==> src/rtl/tdm_mux_8_to_1_pkg.sv <==
// tdm_pkg: shared definitions for the 8:1 time-division multiplexer.
//   LANES / SEL_W : lane count and width of the lane index.
//   MAX_WIDTH     : widest lane word that lane_word() can slice.
//   state_t       : controller states (PAR is only entered when the
//                   TDM_MUX_PARITY_EN macro is defined).
//   lane_word()   : returns lane idx of a frame, right-justified.
package tdm_pkg;

    localparam int LANES     = 8;
    localparam int SEL_W     = 3;
    localparam int MAX_WIDTH = 64;

    typedef enum logic [1:0] {
        IDLE = 2'd0,
        SEND = 2'd1,
        PAR  = 2'd2
    } state_t;

    // The frame is passed zero-extended to the maximum supported width.
    // Bits above the caller's own lane width must be discarded by the
    // caller, because they belong to the next lanes up.
    function automatic logic [MAX_WIDTH-1:0] lane_word(
        input logic [LANES*MAX_WIDTH-1:0] frame,
        input logic [SEL_W-1:0]           idx,
        input int                         width
    );
        logic [LANES*MAX_WIDTH-1:0] shifted;
        shifted = frame >> (int'(idx) * width);
        return shifted[MAX_WIDTH-1:0];
    endfunction

endpackage

==> src/rtl/tdm_mux_8_to_1_lane_ctr.sv <==
// tdm_lane_ctr: 3-bit lane counter for the TDM multiplexer.
//   clk, rst_n : clock, asynchronous active-low reset.
//   clear      : force the count to lane 0 (wins over advance).
//   advance    : step to the next lane; lane 7 wraps to lane 0.
//   lane       : current lane index.
//   last       : high while the current lane is lane 7.
module tdm_lane_ctr
    import tdm_pkg::*;
(
    input  logic             clk,
    input  logic             rst_n,
    input  logic             clear,
    input  logic             advance,
    output logic [SEL_W-1:0] lane,
    output logic             last
);

    logic [SEL_W-1:0] lane_reg;

    always_ff @(posedge clk or negedge rst_n) begin
        if (!rst_n) begin
            lane_reg <= '0;
        end else if (clear) begin
            lane_reg <= '0;
        end else if (advance) begin
            lane_reg <= lane_reg + SEL_W'(1);
        end
    end

    assign lane = lane_reg;
    assign last = (lane_reg == SEL_W'(LANES - 1));

endmodule

==> src/rtl/tdm_mux_8_to_1.sv <==
// tdm_mux_8_to_1: captures an 8-lane frame in parallel and emits it one
// lane per accepted beat, tagging each beat with its lane index.
//   clk, rst_n         : clock, asynchronous active-low reset.
//   in_valid, in_ready : frame handshake (in_ready depends combinationally
//                        on out_ready so a new frame can follow with no bubble).
//   din                : frame, lane k in din[k*WIDTH +: WIDTH].
//   out_valid, out_ready : beat handshake.
//   dout, sel          : current lane word and its lane index.
//   sof, eof           : first / last beat of the frame.
//   par_slot           : parity beat marker.
// Optional build macro TDM_MUX_PARITY_EN: appends a ninth beat carrying the
// XOR of all lane words (sel=7, par_slot=1, eof moves to that beat).
// Without it par_slot is tied low and eof marks lane 7.
module tdm_mux_8_to_1
    import tdm_pkg::*;
#(
    parameter int WIDTH = 1  // must not exceed MAX_WIDTH
) (
    input  logic                   clk,
    input  logic                   rst_n,
    input  logic                   in_valid,
    output logic                   in_ready,
    input  logic [LANES*WIDTH-1:0] din,
    output logic                   out_valid,
    input  logic                   out_ready,
    output logic [WIDTH-1:0]       dout,
    output logic [SEL_W-1:0]       sel,
    output logic                   sof,
    output logic                   eof,
    output logic                   par_slot
);

    state_t                    state_reg, state_next;
    logic [LANES*WIDTH-1:0]    frame_reg;
    logic [LANES*MAX_WIDTH-1:0] frame_ext;
    logic [MAX_WIDTH-1:0]      word_wide;
    logic                      unused_word_hi;
    logic [SEL_W-1:0]          lane;
    logic                      lane_last;
    logic                      accept;
    logic                      ctr_adv;
    logic [WIDTH-1:0]          parity;

    tdm_lane_ctr u_lane_ctr (
        .clk     (clk),
        .rst_n   (rst_n),
        .clear   (accept),
        .advance (ctr_adv),
        .lane    (lane),
        .last    (lane_last)
    );

    // A new frame may be taken while idle, or in the very cycle the final
    // beat of the current frame is consumed.
    always_comb begin
        in_ready = (state_reg == IDLE);
`ifdef TDM_MUX_PARITY_EN
        if (state_reg == PAR && out_ready) begin
            in_ready = 1'b1;
        end
`else
        if (state_reg == SEND && lane_last && out_ready) begin
            in_ready = 1'b1;
        end
`endif
    end

    assign accept = in_valid & in_ready;

    // The frame register only loads on acceptance, so din is ignored for
    // the whole time a frame is being sent.
    always_ff @(posedge clk or negedge rst_n) begin
        if (!rst_n) begin
            frame_reg <= '0;
        end else if (accept) begin
            frame_reg <= din;
        end
    end

    always_ff @(posedge clk or negedge rst_n) begin
        if (!rst_n) begin
            state_reg <= IDLE;
        end else begin
            state_reg <= state_next;
        end
    end

    always_comb begin
        state_next = state_reg;
        ctr_adv    = 1'b0;
        case (state_reg)
            IDLE: begin
                if (in_valid) begin
                    state_next = SEND;
                end
            end
            SEND: begin
                if (out_ready) begin
                    ctr_adv = 1'b1;
                    if (lane_last) begin
`ifdef TDM_MUX_PARITY_EN
                        state_next = PAR;
`else
                        state_next = in_valid ? SEND : IDLE;
`endif
                    end
                end
            end
            PAR: begin
`ifdef TDM_MUX_PARITY_EN
                if (out_ready) begin
                    state_next = in_valid ? SEND : IDLE;
                end
`else
                state_next = IDLE;
`endif
            end
            default: state_next = IDLE;
        endcase
    end

    always_comb begin
        frame_ext                    = '0;
        frame_ext[LANES*WIDTH-1:0]   = frame_reg;
    end

    assign word_wide      = lane_word(frame_ext, lane, WIDTH);
    // Only the low WIDTH bits are this lane; the rest is deliberately dropped.
    assign unused_word_hi = ^word_wide;

`ifdef TDM_MUX_PARITY_EN
    logic [WIDTH-1:0] lane_w [LANES];

    for (genvar gi = 0; gi < LANES; gi++) begin : g_lane
        assign lane_w[gi] = frame_reg[gi*WIDTH +: WIDTH];
    end

    always_comb begin
        parity = '0;
        for (int i = 0; i < LANES; i++) begin
            parity = parity ^ lane_w[i];
        end
    end
`else
    assign parity = '0;
`endif

    // Outputs are decoded from registered state only; everything is forced
    // to zero outside an active beat so reset and idle read back as zero.
    always_comb begin
        out_valid = 1'b0;
        dout      = '0;
        sel       = '0;
        sof       = 1'b0;
        eof       = 1'b0;
        par_slot  = 1'b0;
        case (state_reg)
            SEND: begin
                out_valid = 1'b1;
                dout      = word_wide[WIDTH-1:0];
                sel       = lane;
                sof       = (lane == '0);
`ifndef TDM_MUX_PARITY_EN
                eof       = lane_last;
`endif
            end
            PAR: begin
`ifdef TDM_MUX_PARITY_EN
                out_valid = 1'b1;
                dout      = parity;
                sel       = SEL_W'(LANES - 1);
                eof       = 1'b1;
                par_slot  = 1'b1;
`endif
            end
            default: ;
        endcase
    end

endmodule
==> config.mk <==
export PLATFORM = sky130hd
export DESIGN_NAME = tdm_mux_8_to_1
export DESIGN_NICKNAME = d
export VERILOG_FILES = /design/src/rtl/tdm_mux_8_to_1_pkg.sv /design/src/rtl/tdm_mux_8_to_1_lane_ctr.sv /design/src/rtl/tdm_mux_8_to_1.sv
export SDC_FILE = /design/constraint.sdc
export NUM_CORES = 1
export LEC_CHECK = 0
export CORE_MARGIN = 3
export CORE_UTILIZATION = 48
export CTS_CLUSTER_SIZE = 14
export DETAILED_ROUTE_END_ITERATION = 16
export PLACE_DENSITY = 0.91
export SYNTH_ARGS = -nofsm -noshare
export SYNTH_HDL_FRONTEND = slang
export SYNTH_SLANG_ARGS = --single-unit
==> constraint.sdc <==
create_clock -name clk -period 2.6 [get_ports clk]
set_input_delay 0.39 -clock clk [delete_from_list [all_inputs] [get_ports clk]]
set_output_delay 0.39 -clock clk [all_outputs]
set_load 0.02 [all_outputs]
; Word level (Yosys, flattened, before mapping)
; Index checks and enable logic that the tools add are counted.
[totals]
register_bits = 13
latchBits = 0
ram_bits = 0
mem_bits_ro = 0
wordCells = 32
n_memories = 0
[classes]
add_sub_neg = 1
mul = 0
div = 0
magnitude_cmp = 0
eq_ne = 5
shifts = 1
muxes = 15
bitwise_logic = 1
reduce_logical = 6
[op_table]
columns = cell, count
row1 = $mux W3, 3
row2 = $mux W1, 8
row3 = $shr A8 B3 Y1, 1
row4 = $mux W2, 3
row5 = $ne A2 B2 Y1 const B, 3
row6 = $pmux W2 S2, 1
row7 = $add A3 B1 Y3 const B, 1
row8 = $eq A3 B3 Y1 const B, 1
row9 = $logic_not A3 Y1, 1
row10 = $reduce_and A3 Y1, 1
row11 = $eq A2 B1 Y1 const B, 1
row12 = $logic_and A1 B1 Y1, 2
row13 = $logic_not A2 Y1, 1
row14 = $reduce_bool A2 Y1, 1
row15 = $and A1 B1 Y1, 1

; Logic depth before layout (Yosys ltp)
[logic_depth]
depth_word = 6
depth_mapped = 5
depth_no_buf = 5

; Modules after synthesis
; Synthesis repeated with hierarchy kept, for this count alone.
[unflattened]
cells_unflattened = 44
area_unflattened_um2 = 596.8
[modules_own_cells]
columns = module, instances, cells_each, area_each_um2, seq_area_each_um2
row1 = tdm_mux_8_to_1, 1, 33, 456.7, 225.2
row2 = tdm_lane_ctr, 1, 11, 140.1, 75.1

; Worst setup path before layout
; No wires, ideal clock.
[synth_timing]
path_type = flip-flop to flip-flop
startpoint = register u_lane_ctr.lane_reg[0], in the netlist u_lane_ctr.lane[0]
endpoint = register frame_reg[0]
setup_time_ns = 0.125
arrival_time_ns = 1.492
path_slack_ns = 0.983
stages_incl_launch_ff = 6
n_path_buf = 0
path_cell_list = dfrtp_1 > ha_1 > ha_1 > a21bo_4 > nand2_8 > mux2_4
[synth_between]
elab_chain_len = 5
[synth_lines]
columns = item, line_no
row1 = from (decl), tdm_mux_8_to_1_lane_ctr.sv:18  ; logic [SEL_W-1:0] lane_reg;
row2 = from (signal assigned), tdm_mux_8_to_1_lane_ctr.sv:26  ; lane_reg <= lane_reg + SEL_W'(1);
row3 = $eq A3 B3 Y1, tdm_mux_8_to_1_lane_ctr.sv:31  ; assign last = (lane_reg == SEL_W'(LANES - 1));
row4 = $logic_and A1 B1 Y1 (2 in a row), tdm_mux_8_to_1.sv:62  ; if (state_reg == SEND && lane_last && out_ready) begin
row5 = $mux W1, tdm_mux_8_to_1.sv:62
row6 = via in_ready, tdm_mux_8_to_1.sv:22  ; output logic in_ready,
row7 = $and A1 B1 Y1, tdm_mux_8_to_1.sv:68  ; assign accept = in_valid & in_ready;
row8 = to (signal assigned), tdm_mux_8_to_1.sv:76  ; frame_reg <= din;
row9 = to (decl), tdm_mux_8_to_1.sv:34  ; logic [LANES*WIDTH-1:0] frame_reg;
; The timed path passes the listed nets, and every way through them passes these cells.
; A chain may end at the register's enable or synchronous reset.

; Worst setup path in the final report
[layout_timing]
startpoint = register u_lane_ctr.lane_reg[0], in the netlist u_lane_ctr.lane[0]
endpoint = output dout
[layout_between]
elab_chain_len = 2
[layout_lines]
columns = item, line_no
row1 = $shr A8 B3 Y1, tdm_mux_8_to_1_pkg.sv:28  ; shifted = frame >> (int'(idx) * width);
row2 = $mux W1, tdm_mux_8_to_1.sv:157  ; case (state_reg)
row3 = to (decl), tdm_mux_8_to_1.sv:26  ; output logic [WIDTH-1:0] dout,
; Every way passes these cells.

==> results.md <==
- Run status: complete, no violations
- Number of gates given a new drive strength after cts: 0
- Diodes inserted: 0
- Class of the tightest hold or removal check: input port to asynchronous set/reset pin
- Worst skew pair latency: 0.27 ns
- Fin worst setup slack: ~0.23 ns
- Number of max-cap violations: 0
- Simple-gate portion of the synthesized area: 13.1%
- Cell Rows: 13
- Starting utilization of the core area: 52.2%
- Die Footprint: 1940 um2
- Routed WL per cell: 13.8 um
- Setup-violating endpoint count in the final report: 0
- Iteration count of the initial detailed-routing pass: 4
- Pin count of the biggest net entering global routing: 13
- Worst Setup Slack post-DPL: 0.449 ns
- Final number of max-transition violations: 0
- Seq/Total Area, Yosys: approximately 43%
- Antenna violations before repair: 0
- Number of DRC markers after the initial detailed-route iteration: 7
- Hold_ws: 0.459 ns
- Area of the placeable core: about 1300 um2
- Vias in the first global route: 511
- Critical path launch point: u_lane_ctr.lane[0]$_DFFE_PN0P_
- Skew final: 0.00203 ns
- TritonCTS clock tree: done
- Transition time at the pin with the least slew margin: 0.523 ns
- Multiplexer share of the synthesized area: 26.3%
- Die X: 44.1 um
- Most frequent cells in the layout: sky130_fd_sc_hd__clkdlybuf4s50_1 (19), sky130_fd_sc_hd__dfrtp_1 (12), sky130_fd_sc_hd__mux2_4 (8), sky130_fd_sc_hd__nand2_1 (6)
- R2r setup slk: 0.91 ns
- DP HPWL: about 1000 um
- Total instance count after detailed placement: 87
- CTS root buf: sky130_fd_sc_hd__clkbuf_4
- Global routing usage summed across all routing layers: between 10% and 20%
- Largest fanout on the critical path: 6
- Routed vias/inst: approximately 5.2
- Share of the synthesized area in compound gates (AO/OA/AOI/OAI): 6.65%
- Layout Cells excl Fill: 91
- Post-CTS Setup Repair Bufs: 0
- Final hold viol count: 0
- Synthesis warning total: 0
- Combinational family with the most area after synthesis: multiplexers
- Distinct cell type count of the synthesized netlist: 21
- Post-Synth XOR/XNOR Area: 0%
- GR Overflow Total: 0
- Leak Pwr: 0.449 nW
- Post-Route Setup TNS: 0 ns
- Synthesized net count: 70
- Signed area change from the synthesized netlist to the final layout: 32.6%
- Vias after detailed routing: 474
- Worst R2R Start: u_lane_ctr.lane[0]$_DFFE_PN0P_
- Worst-case reg-to-reg path depth: 5
- Type of element launching the critical path: flop
- Worst path arrival time: 1.98 ns
- Chip height: 44.1 um
- Data required time at the worst endpoint: 2.21 ns
- Remaining antenna violation count: 0
- Share of layout cells above drive strength 1: approximately a fifth
- Share of the core filled with cells in the final layout: 69.1%
- Quantity of I/O buffers inserted on ports: 19
- Final WL: 1250 um
- Setup crit end kind: output port
- Upper clock frequency limit: approximately 0.42 GHz
- Cell area after synthesis: 696 um2
- Number of hold buffers added after CTS: 0
- Number of synthesized register bits: 12
- CTS clk-pin slew, worst paths: 0.07 ns
- Worst-case clock buffer depth: 2
- Number of clock sinks: 12
- Remaining max-slew budget at the tightest pin: approximately 65%
- Htree depth: 1
- Gpl congestion: 0.739
- Number of buffers created by CTS: 3
- Power density of the placed cells: around 1000 nW/um2
- Class of the most critical setup path: flop to output port
- Net count, final: 92
- I/O Pins: 21
- Cell count after synthesis: 55
- Post-Syn Area per Cell: 12.6 um2
- First-pass GRT wire length: ~2300 um
- Post-synthesis adder-cell area fraction: 5.40%
- Final critical-path required period: approximately 2.4 ns
- Leading cell type in the layout, fill and taps excluded: sky130_fd_sc_hd__clkdlybuf4s50_1
- DRC errors left: 0
- VDD IR max: 0.444 mV
- Max reg flops: 8
- Final worst path period share: 91.2%
- RSZ-0062 raised after global routing: no
-- worst max-delay path: stages (launching register included) --
cell and delay [ns]:
sky130_fd_sc_hd__dfrtp_1 0.46, sky130_fd_sc_hd__mux4_1 0.58, sky130_fd_sc_hd__nand2_1 0.08, sky130_fd_sc_hd__a21oi_1 0.06, sky130_fd_sc_hd__clkdlybuf4s50_1 0.53
-- layout make-up --
type                    count  area (um2)
inverters                   4        15.0
multi-input cells          37         362
flip-flops and latches     12         300
well taps                  15        18.8
repair buffers             19         190
fillers                   106         412
clock buffers               4        36.3
-- path summary, 6_finish.rpt --
kind,to
max,dout
max in group asynchronous,state_reg[0]$_DFFE_PN0P_
min reg2reg,frame_reg[6]$_DFFE_PN0P_
min in group clk,frame_reg[6]$_DFFE_PN0P_
min,frame_reg[7]$_DFFE_PN0P_
max reg2reg,frame_reg[7]$_DFFE_PN0P_
-- logic make-up after synthesis --
family | count (synthesis)
fa+ha+maj | 3
buf+inv | 6
simple gates | 16
flops | 12
compound gates | 6
mux | 11
other cells | 1
-- cell usage after synthesis, drive strengths merged --
cell / number / area share (%)
a21bo: 1 / 2.3
a21oi: 1 / 0.72
a31oi: 1 / 0.90
and2: 2 / 2.2
buf: 2 / 2.7
conb: 1 / 0.54
dfrtp: 12 / 43
ha: 3 / 5.4
inv: 4 / 2.2
mux2: 8 / 17
mux2i: 1 / 1.4
mux4: 2 / 7.6
nand2: 7 / 6.1
nand3: 1 / 0.72
nor2: 4 / 2.2
nor2b: 1 / 0.90
o21ai: 2 / 1.4
o2bb2ai: 1 / 1.3
or2b: 1 / 1.1
-- per-layer routing --
metal | vias to the layer above | track usage (%) | wire [um]
met2 | 18 | 28.8 | 664
met5 | - | 0 | 0
li1 | 234 | - | -
met1 | 220 | 18.7 | 499
met3 | 2 | 2.44 | 75
met4 | 0 | 9.04 | 15
-- per-stage QoR --
stage	power (mW)	area [um2]
floorplan	0.625	696
global placement	0.768	886
detailed placement	0.798	886
CTS	0.947	922
global route	1.00	922
finish	0.935	922
-- report_power, final --
part           switching, mW  internal [mW]  leakage, nW
sequential            0.0690          0.268        0.144
clock                 0.0610         0.0851       0.0210
combinational          0.179          0.273        0.285
Power figures use the tool's default switching activity.
